==> config.mk <==
export PLATFORM = sky130hd
export DESIGN_NAME = seven_seg_digit_driver
export DESIGN_NICKNAME = d
export VERILOG_FILES = /design/src/rtl/seven_seg_digit_driver.sv
export SDC_FILE = /design/constraint.sdc
export NUM_CORES = 1
export LEC_CHECK = 0
export ABC_AREA = 1
export BUFFER_PORTS_ARGS = -buffer_cell sky130_fd_sc_hd__buf_2
export CORE_MARGIN = 8
export CORE_UTILIZATION = 51
export DETAILED_ROUTE_END_ITERATION = 16
export MAX_ROUTING_LAYER = met4
export PLACE_DENSITY_LB_ADDON = 0.25
export RECOVER_POWER = 100
export SYNTH_ARGS = -nofsm -noshare
export SYNTH_HDL_FRONTEND = slang
export SYNTH_SLANG_ARGS = --single-unit
==> constraint.sdc <==
create_clock -name clk -period 1.9 [get_ports clk]
set_clock_uncertainty 0.05 [all_clocks]
set_input_delay 0.095 -clock clk [delete_from_list [all_inputs] [get_ports clk]]
set_output_delay 0.095 -clock clk [all_outputs]
set_load 0.05 [all_outputs]
==> src/rtl/seven_seg_digit_driver.sv <==
// Four-digit seven-segment driver: follows the one-hot ring-counter selector and
// shows frame-consistent shadow data, with blink, leading-zero blanking and selector checking.
module seven_seg_digit_driver #(
  parameter int BLINK_FRAMES   = 250,
  parameter bit SEG_ACTIVE_LOW = 1'b1,
  parameter bit AN_ACTIVE_LOW  = 1'b1,
  parameter bit LZ_BLANK       = 1'b1
) (
  input  logic        clk,
  input  logic        rst,
  input  logic [3:0]  selector,
  input  logic [15:0] digits_in,
  input  logic [3:0]  dp_in,
  input  logic [3:0]  blink_mask,
  output logic [3:0]  an,
  output logic [6:0]  seg,
  output logic        dp,
  output logic        frame_tick,
  output logic        sel_err
);

  localparam logic [9:0] CNT_MAX = 10'(BLINK_FRAMES - 1);
  localparam logic [3:0] AN_OFF  = {4{AN_ACTIVE_LOW}};
  localparam logic [6:0] SEG_OFF = {7{SEG_ACTIVE_LOW}};

  logic [3:0]  sel_q, sel_prev;
  logic        started;
  logic [15:0] shadow_digits;
  logic [3:0]  shadow_dp, shadow_blink;
  logic [9:0]  blink_cnt;
  logic        blink_phase;

  logic        sel_zero, sel_onehot, sel_illegal, boundary, cnt_wrap;
  logic [15:0] cur_digits;
  logic [3:0]  cur_dp, cur_blink, blank_mask, digit, an_n;
  logic        cur_phase, dp_bit, lz_hide, dp_n;
  logic [6:0]  seg_n;

  function automatic logic [6:0] decode(input logic [3:0] v);
    case (v)
      4'd0:    decode = 7'b0111111;
      4'd1:    decode = 7'b0000110;
      4'd2:    decode = 7'b1011011;
      4'd3:    decode = 7'b1001111;
      4'd4:    decode = 7'b1100110;
      4'd5:    decode = 7'b1101101;
      4'd6:    decode = 7'b1111101;
      4'd7:    decode = 7'b0000111;
      4'd8:    decode = 7'b1111111;
      4'd9:    decode = 7'b1101111;
      default: decode = 7'b1000000;
    endcase
  endfunction

  // All-zero is only tolerated until the first valid selector after reset.
  assign sel_zero    = (sel_q == 4'b0000);
  assign sel_onehot  = !sel_zero && ((sel_q & (sel_q - 4'd1)) == 4'b0000);
  assign sel_illegal = !sel_onehot && (!sel_zero || started);
  assign boundary    = (sel_q == 4'b0001) && (sel_prev == 4'b1000);
  assign cnt_wrap    = (blink_cnt == CNT_MAX);

  // On the boundary cycle the shadows load at the same edge as the digit-0 output,
  // so that slot uses the incoming values; otherwise the new frame would start torn.
  assign cur_digits = boundary ? digits_in  : shadow_digits;
  assign cur_dp     = boundary ? dp_in      : shadow_dp;
  assign cur_blink  = boundary ? blink_mask : shadow_blink;
  assign cur_phase  = boundary ? (blink_phase ^ cnt_wrap) : blink_phase;

  always_comb begin
    digit  = 4'd0;
    dp_bit = 1'b0;
    case (sel_q)
      4'b0001: begin digit = cur_digits[3:0];   dp_bit = cur_dp[0]; end
      4'b0010: begin digit = cur_digits[7:4];   dp_bit = cur_dp[1]; end
      4'b0100: begin digit = cur_digits[11:8];  dp_bit = cur_dp[2]; end
      4'b1000: begin digit = cur_digits[15:12]; dp_bit = cur_dp[3]; end
      default: begin digit = 4'd0;              dp_bit = 1'b0;      end
    endcase
    lz_hide    = LZ_BLANK && (cur_digits[15:12] == 4'd0);
    blank_mask = (cur_phase ? cur_blink : 4'b0000) | (lz_hide ? 4'b1000 : 4'b0000);
    an_n       = sel_onehot ? (sel_q & ~blank_mask) : 4'b0000;
    seg_n      = sel_onehot ? decode(digit) : 7'b0000000;
    dp_n       = sel_onehot && dp_bit && !(lz_hide && sel_q[3]);
  end

  always_ff @(posedge clk or posedge rst) begin
    if (rst) begin
      sel_q         <= 4'b0000;
      sel_prev      <= 4'b0000;
      started       <= 1'b0;
      shadow_digits <= 16'h0000;
      shadow_dp     <= 4'b0000;
      shadow_blink  <= 4'b0000;
      blink_cnt     <= 10'd0;
      blink_phase   <= 1'b0;
      frame_tick    <= 1'b0;
      sel_err       <= 1'b0;
      an            <= AN_OFF;
      seg           <= SEG_OFF;
      dp            <= SEG_ACTIVE_LOW;
    end else begin
      sel_q      <= selector;
      sel_prev   <= sel_q;
      frame_tick <= boundary;
      if (sel_onehot)  started <= 1'b1;
      if (sel_illegal) sel_err <= 1'b1;
      if (boundary) begin
        shadow_digits <= digits_in;
        shadow_dp     <= dp_in;
        shadow_blink  <= blink_mask;
        if (cnt_wrap) begin
          blink_cnt   <= 10'd0;
          blink_phase <= ~blink_phase;
        end else begin
          blink_cnt   <= blink_cnt + 10'd1;
        end
      end
      an  <= AN_ACTIVE_LOW  ? ~an_n  : an_n;
      seg <= SEG_ACTIVE_LOW ? ~seg_n : seg_n;
      dp  <= SEG_ACTIVE_LOW ? ~dp_n  : dp_n;
    end
  end

endmodule

==> key figures, run 1 <==
Setup path
  • Critical Path Max Stage Delay: 0.39 ns
  • Crit. End Element: flip-flop
  • Crit-path slowest cell: dfrtp_1
  • Critical Path RT: 2.12 ns
  • Worst setup SP type: flip-flop
  • CP cell instances: inv_2 > nand2_4 > nor2_4 > buf_6 > nand3b_1 > nand3_2 > nand2_2 > nor2_4 > inv_2 > ha_2 > nand2_1 > nand3_1 > nand2_1
  • Crit path max fanout: 8
  • Crit Path Category: flip-flop to flip-flop
  • Critical path data arrival time: 2.28 ns

CTS
  • Clock network latency to the later pin of the worst-skew pair: 0.33 ns
  • Reg clk slew, reported paths: 0.06 ns
  • Root buffer cell: clkbuf_8
  • Longest Clk Path Bufs: 2
  • Num CTS Buffers: 9
  • CTS tree: yes
  • Clock Sinks: 58
  • Htree depth: 3

Layout
  • Layout Nets: 464
  • Most frequent cells in the layout: nand2_1, dfrtp_1, buf_4, inv_1, buf_2
  • Design area: 3980 um2
  • Filler cells: 393
  • Multi-input combinational cell area: 1280 um2
  • Commonest non-fill, non-tap cell in the layout: nand2_1
  • Antenna cells: 0
  • FF/Latch Area: 1470 um2
  • Layout cell share with drive strength beyond 1: 35.7%
  • Area Growth Syn to Fin: 39.3%

Timing
  • Max Fclk: 486 MHz
  • Final worst slack: -0.158 ns
  • Hold slack final: 0.0503 ns
  • Setup violators final: 7
  • Final Max Tran Viols: 0
  • Final Hold Fails: 0
  • Min cycle time layout: 2.06 ns
  • Unrepaired setup endpoints after global routing: true
  • Period Utilization, post-route: 108%
  • Max_slew headroom: 4.46%
  • Worst-Margin Slew: 1.43 ns

Global routing
  • Total track usage: 18.4%
  • Initial antenna violation count: 0
  • Vias in the first global route: 2587
  • Largest net degree at the start of global routing: 59
  • First-pass GRT wire length: 11.8 mm
  • GRT overflow: 0

Flow run
  • Maxcap violations: 0

Die
  • Cell Rows: 27
  • Placeable Area: 5470 um2
  • Die width: 90.9 um
  • IO Pins: 44
  • Die H: 90.9 um
  • Die ar.: 8260 um2
  • Initial Utilization: 52.3%

Placement
  • Pre-CTS setup slack: -0.0619 ns
  • Post-DP HPWL: 4.76 mm
  • Placed Area: 3430 um2
  • GPL Wtd Cong: 0.875
  • I/O Buffers: 43

Status
  • Status: finished, violations left
  • Failing checks: setup timing

Synthesis
  • Post-synth cell types: 40
  • Top_reg_cell synth: dfrtp_1
  • Synth Cell Area: 2860 um2
  • Syn Inst Count: 310
  • Sequential area share after synthesis: 51.3%
  • Yosys warning total: 0
  • Synth async-reset ratio: 100%
  • Synth Register Bits: 58
  • Post-synth EDFFs: 0
  • Syn_nets: 348
  • Syn Area/Cell: 9.23 um2

Pwr
  • Leakage Power: 2.03 nW
  • Cell Pwr Density: 749 nW/um2
  • Worst VDD drop: 0.484 mV

Routing
  • Vias after detailed routing: 2533
  • Antenna Nets Post-Route: 0
  • Residual DRC: 0
  • Initial DRC count: 120
  • Vias per std cell: 5.04
  • Total wire length: 7.50 mm
  • WL per Instance: 14.9 um
  • Drt first pass iters: 4

Hold path
  • Hold Crit Class: input pin to flip-flop
cells by family (layout without fill, tap and decap cells):
kind of cell	after synthesis	after routing	share of synthesized area [%]
simple gates	168	168	30.8
flops	58	58	51.3
buf+inv	53	174	8.18
compound gates	18	18	4.37
fa+ha+maj	9	9	3.85
xor+xnor	4	4	1.49
per-layer routing:
layer,part of all wire (%),vias up,track usage [%],routed length (um)
li1,-,1213,-,-
met1,41,1214,20.4,3070
met5,0,-,-,0
met4,3.5,0,10.5,266
met2,51,78,30.0,3790
met3,4.9,28,3.91,369
worst paths after layout:
| kind | slack [ns] | cells past startpoint | from | end |
|---|---|---|---|---|
| max in group asynchronous | 0.19 | 4 | rst | shadow_digits[1] |
| max | -0.16 | 13 | sel_q[3] | seg[4] |
| min reg2reg | 0.41 | 2 | started | started |
| min | 0.05 | 3 | digits_in[7] | shadow_digits[7] |
| max reg2reg | -0.16 | 13 | sel_q[3] | seg[4] |
| min in group asynchronous | 0.75 | 4 | rst | sel_err |
state kept, by name (all words and copies together), names as in the netlist, 4 cells and up:
| register | cells |
|---|---|
| shadow_blink | 4 |
| shadow_digits | 16 |
| blink_cnt | 10 |
| seg | 7 |
| an | 4 |
| sel_q | 4 |
| sel_prev | 4 |
| shadow_dp | 4 |
Yosys cell counts, types with 4 or more instances:
| master | instances | area [um2] |
|---|---|---|
| nand2_1 | 88 | 330 |
| dfrtp_1 | 46 | 1150 |
| inv_1 | 41 | 154 |
| nand3_1 | 25 | 125 |
| nand3b_1 | 14 | 105 |
| dfstp_2 | 12 | 315 |
| and2_1 | 10 | 62.6 |
| ha_1 | 8 | 100 |
| nor2_1 | 6 | 22.5 |
| a21oi_1 | 5 | 25.0 |
| inv_2 | 5 | 18.8 |
| nand2_2 | 4 | 25.0 |
| nor2_4 | 4 | 45.0 |
report_power, final:
| group | switching, mW | leakage [nW] | internal, mW |
|---|---|---|---|
| Sequential | 0.0310 | 0.695 | 1.34 |
| Combinational | 0.286 | 1.23 | 0.180 |
| Clock | 0.466 | 0.101 | 0.677 |
| Total | 0.783 | 2.03 | 2.20 |
what timing repair did:
action                     in CTS  in global routing
gates resized for setup        10                 22
setup endpoints to repair      11                 17
hold buffers                   13                  0
setup buffers                  10                  8
cloned                          0                  0
hold endpoints to repair       58                  0
pin swaps                       9                 11
stage by stage:
stage | TNS (ns) | std cells | util (%) | power (mW)
6_report | -0.980 | 503 | 72.8 | 2.98
5_1_grt | -6.54 | 503 | 72.8 | 3.11
3_5_place_dp | -0.252 | 456 | 62.8 | 1.80
3_3_place_gp | -0.00217 | 456 | 62.8 | 1.79
2_1_floorplan | 0 | 310 | - | 1.67
4_1_cts | -0.403 | 495 | 70.8 | 2.99
area by class of cell:
cell class | count | share of cell area, %
Clock buffer | 14 | 4.08
Inverter | 46 | 4.40
Sequential cell | 58 | 36.8
Multi-Input combinational cell | 199 | 32.0
Tap cell | 72 | 2.26
Timing Repair Buffer | 112 | 19.5
Clock inverter | 2 | 0.879
critical path, delay by kind of cell, from the launching register on:
| family | cells | cell delay [ns] |
|---|---|---|
| buffers and inverters | 3 | 0.35 |
| adders and majority gates | 1 | 0.19 |
| and+or+nand+nor | 9 | 1.00 |
| DFF | 1 | 0.39 |
(Power assumes the default switching activity.)
==> inputs of run 2 (changes only) <==
--- a/config.mk
+++ b/config.mk
@@ -5,14 +5,14 @@
 export SDC_FILE = /design/constraint.sdc
 export NUM_CORES = 1
 export LEC_CHECK = 0
-export ABC_AREA = 1
 export BUFFER_PORTS_ARGS = -buffer_cell sky130_fd_sc_hd__buf_2
 export CORE_MARGIN = 8
-export CORE_UTILIZATION = 51
+export CORE_UTILIZATION = 50
 export DETAILED_ROUTE_END_ITERATION = 16
 export MAX_ROUTING_LAYER = met4
 export PLACE_DENSITY_LB_ADDON = 0.25
 export RECOVER_POWER = 100
+export REMOVE_ABC_BUFFERS = 1
 export SYNTH_ARGS = -nofsm -noshare
 export SYNTH_HDL_FRONTEND = slang
 export SYNTH_SLANG_ARGS = --single-unit
==> key figures, run 2 <==
Global routing
  • Initial antenna violation count: 0 (unchanged)
  • First-pass GRT wire length: 12.8 mm (+8.2%)
  • Vias in the first global route: 2670 (+3.2%)
  • Total track usage: 22.2% (+3.8 points)
  • Largest net degree at the start of global routing: 59 (unchanged)
  • GRT overflow: 0 (unchanged)

Routing
  • Routed wl met2: 4.65 mm (+23%)
  • Residual DRC: 0 (unchanged)
  • Top sig layer: met4
  • Drt first pass iters: 4 (unchanged)
  • Vias after detailed routing: 2571 (+1.5%)
  • Antenna Nets Post-Route: 0 (unchanged)
  • WL met3: 590 um (+60%)
  • Vias per std cell: 5.48 (+8.9%)
  • Total wire length: 9.07 mm (+21%)
  • Initial DRC count: 234 (+95%)
  • Met1 Routed Length: 3.53 mm (+15%)
  • WL per Instance: 19.3 um (+30%)

Layout
  • Filler cells: 257 (-35%)
  • Most frequent cells in the layout: nand2_1, dfrtp_1, buf_2, buf_4, dlygate4sd3_1
  • Top reg by flops: shadow_digits
  • Layout cell share with drive strength beyond 1: 50.4% (+15 points)
  • Area Growth Syn to Fin: 61.3%
  • Final non-filler cell total: 469 (-6.8%)
  • Leading registers by flop count: shadow_digits x16, blink_cnt x10, seg x7
  • Max reg flops: 16 (unchanged)
  • Layout Nets: 432 (-6.9%)
  • Commonest non-fill, non-tap cell in the layout: nand2_1
  • Antenna cells: 0 (unchanged)

Timing
  • Max Fclk: 438 MHz (-9.8%)
  • Final worst slack: -0.381 ns (-0.224 ns)
  • Unrepaired setup endpoints after global routing: true
  • Period Utilization, post-route: 120% (+12 points)
  • Setup violators final: 44 (+37)
  • Final Max Tran Viols: 0 (unchanged)
  • Min cycle time layout: 2.28 ns (+0.224 ns)
  • Worst-Margin Slew: 1.41 ns (-0.0258 ns)
  • Final Hold Fails: 0 (unchanged)
  • Max_slew headroom: 6.18% (+1.7 points)

Pwr
  • Total power: 3.03 mW (+1.4%)
  • Cell Pwr Density: 700 nW/um2 (-6.5%)
  • Leakage Power: 2.06 nW (+1.5%)
  • Worst VDD drop: 0.668 mV (+38%)

Die
  • Placeable Area: 5140 um2 (-6.1%)
  • Die ar.: 7960 um2 (-3.7%)
  • IO Pins: 44 (unchanged)
  • Die width: 89.2 um (-1.9%)
  • Cell Rows: 26 (-3.7%)
  • Initial Utilization: 52.1% (-0.15 points)
  • Die H: 89.2 um (-1.9%)

CTS
  • Htree depth: 3 (unchanged)
  • Longest Clk Path Bufs: 2 (unchanged)
  • CTS tree: yes
  • Clock network latency to the later pin of the worst-skew pair: 0.35 ns (+0.02 ns)
  • Clock Sinks: 58 (unchanged)
  • Num CTS Buffers: 9 (unchanged)
  • Root buffer cell: clkbuf_8
  • Reg clk slew, reported paths: 0.06 ns (about the same)

Synthesis
  • Synth top cells by count: nand2_1, dfrtp_1, dfstp_2
  • Post-synth EDFFs: 0 (unchanged)
  • Syn Area/Cell: 10.2 um2 (+11%)
  • Synth area leader: dfrtp_1
  • Count leader, synth: nand2_1
  • Yosys warning total: 0 (unchanged)
  • Synth Cell Area: 2680 um2 (-6.3%)
  • Synth top area share: 43.0% (+2.7 points)
  • Largest cells by area after synthesis: dfrtp_1, dfstp_2, nand2_1
  • Post-synth cell types: 53 (+33%)
  • Synth async-reset ratio: 100% (unchanged)
  • Sequential area share after synthesis: 54.7% (+3.5 points)
  • Top_reg_cell synth: dfrtp_1
  • Syn Inst Count: 262 (-15%)
  • Synth Register Bits: 58 (unchanged)

Placement
  • Post-DP HPWL: 4.39 mm (-7.8%)
  • Pre-CTS setup slack: -0.398 ns (-0.336 ns)
  • GPL Wtd Cong: 0.899 (+2.8%)
  • I/O Buffers: 43 (unchanged)
  • Placed cells: 400 (-12%)

Flow run
  • Maxcap violations: 0 (unchanged)

Setup path
  • Worst setup SP type: flip-flop
  • Critical path data arrival time: 2.49 ns (+0.21 ns)
  • Worst Reg-to-Reg Cells: 9 (-4)
  • Crit path max fanout: 5 (-3)
  • Crit Path Category: flip-flop to flip-flop
  • Crit. End Element: flip-flop
  • Critical Path RT: 2.11 ns (about the same)

Status
  • Status: finished, violations left
  • Failing checks: setup timing

Hold path
  • Hold Crit Class: input pin to flip-flop
  • Hold Path Cell Cnt: 2 (-1)
-- run 2: changes by cell type in the layout (fill, tap and decap cells not counted), sizes merged, moves of 8 or more --
cell,previous run,this run
inv,45,8
nand3,25,5
buf,81,100
nand2,93,77
clkbuf,32,17
nand3b,15,0
dlygate4sd3,13,27
o21ai,3,12
and2,10,2
-- run 2: area by class of cell --
class | instances | area (um2) | share of cell area [%]
Sequential cell | 58 | 1470 | 34.0
Clock buffer | 14 | 173 | 4.00
Multi-Input combinational cell | 183 | 1410 | 32.7
Tap cell | 70 | 87.6 | 2.03
Timing Repair Buffer | 132 | 1120 | 25.9
Clock inverter | 2 | 10.0 | 0.232
Inverter | 10 | 50.0 | 1.16
-- run 2: logic make-up (layout without fill, tap and decap cells) --
family / after synthesis / count (layout) / synth area share (%)
xor+xnor: 8 / 8 / 2.62
flops: 58 / 58 / 54.7
mux: 9 / 9 / 3.64
buf+inv: 21 / 158 / 3.55
fa+ha+maj: 8 / 8 / 3.74
compound gates: 38 / 38 / 10.0
simple gates: 120 / 120 / 21.7
-- run 2: power by group --
| group | internal, mW | switching [mW] | leakage, nW |
|---|---|---|---|
| clock network | 0.577 | 0.485 | 0.0965 |
| registers | 1.35 | 0.0686 | 0.637 |
| logic | 0.245 | 0.306 | 1.32 |
| total | 2.17 | 0.860 | 2.06 |
-- run 2: through the flow --
step                      TNS, ns  hold WS (ns)  area (um2)  utilization (%)
after floorplan             -9.76        0.0764        2620                -
after global routing       -14.41        0.0120        4320             84.1
after detailed placement    -5.27         0.123        3210             62.4
after global placement      -3.82         0.120        3210             62.4
after CTS                   -2.18       0.00908        3990             77.7
final                       -7.68        0.0115        4320             84.1
-- run 2: path summary, 6_finish.rpt --
check	startpoint	end	slack, ns
worst max-delay path	sel_prev[0]	seg[0]	-0.38
worst min-delay path	digits_in[14]	shadow_digits[14]	0.01
worst max register to register	sel_prev[0]	seg[0]	-0.38
worst min register to register	sel_err	sel_err	0.42
max in group asynchronous	rst	sel_q[1]	0.13
min in group asynchronous	rst	blink_cnt[5]	0.72
-- run 2: critical path: stages (launching register included) --
cell     delay, ns
dfrtp_1       0.42
nor4b_4       0.37
buf_4         0.20
mux2i_2       0.26
o21ai_2       0.09
and3b_2       0.33
buf_6         0.14
ha_4          0.11
mux2i_1       0.07
a32oi_1       0.17
-- run 2: per-layer routing --
metal / track usage (%) / vias up
met5: - / -
li1: - / 1146
met1: 25.3 / 1275
met2: 36.4 / 122
met3: 3.22 / 28
met4: 13.3 / 0
-- run 2: repair_timing --
item / CTS / global route
hold endpoints to repair: 72 / 0
gates resized for setup: 41 / 62
pin swaps: 25 / 30
gates cloned: 2 / 2
buffers inserted: 15 / 10
endpoints found under the setup margin: 32 / 33
hold buffers: 27 / 0
==> inputs of run 3 (changes only) <==
--- a/config.mk
+++ b/config.mk
@@ -5,10 +5,10 @@
 export SDC_FILE = /design/constraint.sdc
 export NUM_CORES = 1
 export LEC_CHECK = 0
-export BUFFER_PORTS_ARGS = -buffer_cell sky130_fd_sc_hd__buf_2
 export CORE_MARGIN = 8
-export CORE_UTILIZATION = 50
+export CORE_UTILIZATION = 56
 export DETAILED_ROUTE_END_ITERATION = 16
+export DONT_BUFFER_PORTS = 1
 export MAX_ROUTING_LAYER = met4
 export PLACE_DENSITY_LB_ADDON = 0.25
 export RECOVER_POWER = 100
==> key figures, run 3 (synthesis gave the netlist of run 2 again) <==
Hold path
  • Hold Crit Class: input pin to flip-flop
  • Hold Path Cell Cnt: 3 (+1)

Setup path
  • Crit. End Element: flip-flop
  • Critical Path RT: 2.10 ns (about the same)
  • Worst Reg-to-Reg Cells: 8 (-1)
  • CP cell instances: nor4b_4 > buf_4 > mux2i_1 > o21ai_1 > and3b_2 > ha_1 > mux2_2 > a32oi_1
  • Worst setup SP type: flip-flop
  • Crit path max fanout: 4 (-1)
  • CP Depth: 8 (-1)
  • CP Buf/Inv Count: 1 (-1)
  • Critical Path Max Stage Delay: 0.42 ns (about the same)
  • Crit-path slowest cell: dfrtp_1
  • Critical path data arrival time: 2.59 ns (+0.10 ns)
  • Largest delay share family, worst path: simple AND/OR/NAND/NOR gates
  • Crit Path Category: flip-flop to flip-flop

Routing
  • WL per Instance: 23.2 um (+20%)
  • Antenna Nets Post-Route: 0 (unchanged)
  • Vias after detailed routing: 2543 (-1.1%)
  • Total wire length: 9.62 mm (+6.1%)
  • Drt first pass iters: 6 (+2)
  • Residual DRC: 0 (unchanged)
  • Vias per std cell: 6.13 (+12%)
  • Initial DRC count: 177 (-24%)

Timing
  • Final worst slack: -0.488 ns (-0.107 ns)
  • Max Fclk: 419 MHz (-4.5%)
  • Hold slack final: 0.0574 ns (+0.0460 ns)
  • Final Hold Fails: 0 (unchanged)
  • Min cycle time layout: 2.39 ns (+0.107 ns)
  • Final Max Tran Viols: 0 (unchanged)
  • Unrepaired setup endpoints after global routing: true
  • Worst-Margin Slew: 0.729 ns (-0.678 ns)
  • Setup violators final: 46 (+4.5%)
  • Period Utilization, post-route: 126% (+5.6 points)
  • Max_slew headroom: 51.4% (+45 points)

Status
  • Failing checks: setup timing
  • Status: finished, violations left

Global routing
  • Largest net degree at the start of global routing: 59 (unchanged)
  • Total track usage: 22.0% (-0.15 points)
  • GRT overflow: 0 (unchanged)
  • First-pass GRT wire length: 11.9 mm (-7.3%)
  • Initial antenna violation count: 0 (unchanged)
  • Vias in the first global route: 2420 (-9.4%)

Layout
  • Top reg by flops: shadow_digits
  • Layout cell share with drive strength beyond 1: 47.1% (-3.3 points)
  • Commonest non-fill, non-tap cell in the layout: nand2_1
  • Filler cells: 153 (-40%)
  • Leading registers by flop count: shadow_digits x16, blink_cnt x10, seg x7
  • Design area: 4290 um2 (-0.84%)
  • Most frequent cells in the layout: nand2_1, dfrtp_1, buf_4, dlygate4sd3_1, nand2_2
  • Layout Nets: 394 (-8.8%)
  • Area Growth Syn to Fin: 60.0%
  • Max reg flops: 16 (unchanged)
  • Antenna cells: 0 (unchanged)

CTS
  • Longest Clk Path Bufs: 2 (unchanged)
  • Clock Sinks: 58 (unchanged)
  • CTS tree: yes
  • Reg clk slew, reported paths: 0.07 ns (about the same)
  • Num CTS Buffers: 9 (unchanged)
  • Root buffer cell: clkbuf_8
  • Htree depth: 3 (unchanged)
  • Clock network latency to the later pin of the worst-skew pair: 0.35 ns (about the same)

Pwr
  • Cell Pwr Density: 823 nW/um2 (+17%)
  • Total power: 3.53 mW (+16%)
  • Leakage Power: 1.99 nW (-3.3%)
  • Sw frac: 25.7% (-2.7 points)
  • Clk pwr share: 44.1% (+9.0 points)
  • P_sw: 908 uW (+5.6%)
  • Pint: 2.62 mW (+21%)
  • Comb pwr share: 13.5% (-4.7 points)
  • Worst VDD drop: 0.745 mV (+11%)
  • Flop pwr share: 42.3% (-4.4 points)

Die
  • Cell Rows: 25 (-3.8%)
  • Die H: 85.2 um (-4.5%)
  • Placeable Area: 4660 um2 (-9.3%)
  • Die ar.: 7250 um2 (-8.8%)
  • Initial Utilization: 57.5% (+5.4 points)
  • Die width: 85.2 um (-4.5%)
  • IO Pins: 44 (unchanged)

Placement
  • I/O Buffers: 0 (-100%)
  • Post-DP HPWL: 4.19 mm (-4.6%)
  • Placed Area: 3000 um2 (-6.3%)
  • GPL Wtd Cong: 0.849 (-5.6%)

Flow run
  • Maxcap violations: 0 (unchanged)
## run 3: layout make-up
class | instances | area [um2] | share of cell area [%]
Clock buffer | 11 | 141 | 3.30
Sequential cell | 58 | 1470 | 34.2
Clock inverter | 5 | 125 | 2.92
Timing Repair Buffer | 94 | 941 | 22.0
Tap cell | 54 | 67.6 | 1.58
Inverter | 10 | 50.0 | 1.17
Multi-Input combinational cell | 183 | 1490 | 34.9
## run 3: metal layers
metal	GRT usage, %	wire, um	up-vias
met4	12.3	430	0
met5	-	0	-
met2	35.4	4910	152
li1	-	-	1073
met3	4.83	645	40
met1	25.1	3630	1278
## run 3: worst min-delay path: stages
cell and delay, ns:
mux2i_1 0.08, o2bb2ai_2 0.20, o22ai_2 0.07
## run 3: worst paths after layout
| path | start | end | slack (ns) |
|---|---|---|---|
| worst max-delay path | sel_prev[2] | seg[4] | -0.49 |
| worst max register to register | sel_prev[2] | seg[4] | -0.49 |
| worst min-delay path | dp_in[0] | dp | 0.06 |
| max in group asynchronous | rst | blink_cnt[2] | 0.93 |
| min in group asynchronous | rst | shadow_dp[2] | 0.39 |
| worst min register to register | shadow_digits[2] | shadow_digits[2] | 0.45 |
## run 3: per-stage QoR
| stage | worst slack, ns | cells | util [%] | setup TNS (ns) |
|---|---|---|---|---|
| 2_1_floorplan | -0.722 | 251 | - | -9.76 |
| 3_3_place_gp | -0.348 | 347 | 64.5 | -8.04 |
| 3_5_place_dp | -0.328 | 347 | 64.5 | -7.53 |
| 4_1_cts | -0.315 | 400 | 82.8 | -2.67 |
| 5_1_grt | -0.602 | 415 | 91.9 | -15.46 |
| 6_report | -0.488 | 415 | 91.9 | -10.72 |
## run 3: what timing repair did
action	in CTS	in global routing
pin swaps	24	27
buffers inserted	9	14
gates resized for setup	52	69
hold buffers	28	1
gates cloned	1	2
endpoints found under the hold margin	77	1
setup endpoints to repair	38	37
## run 3: power by group through the flow
stage | logic, mW | registers [mW] | clock network, mW
after floorplan | 0.180 | 1.48 | 0
after global placement | 0.276 | 1.49 | 0
after detailed placement | 0.283 | 1.49 | 0
after CTS | 0.372 | 1.48 | 1.54
after global routing | 0.513 | 1.50 | 1.60
final | 0.478 | 1.49 | 1.56
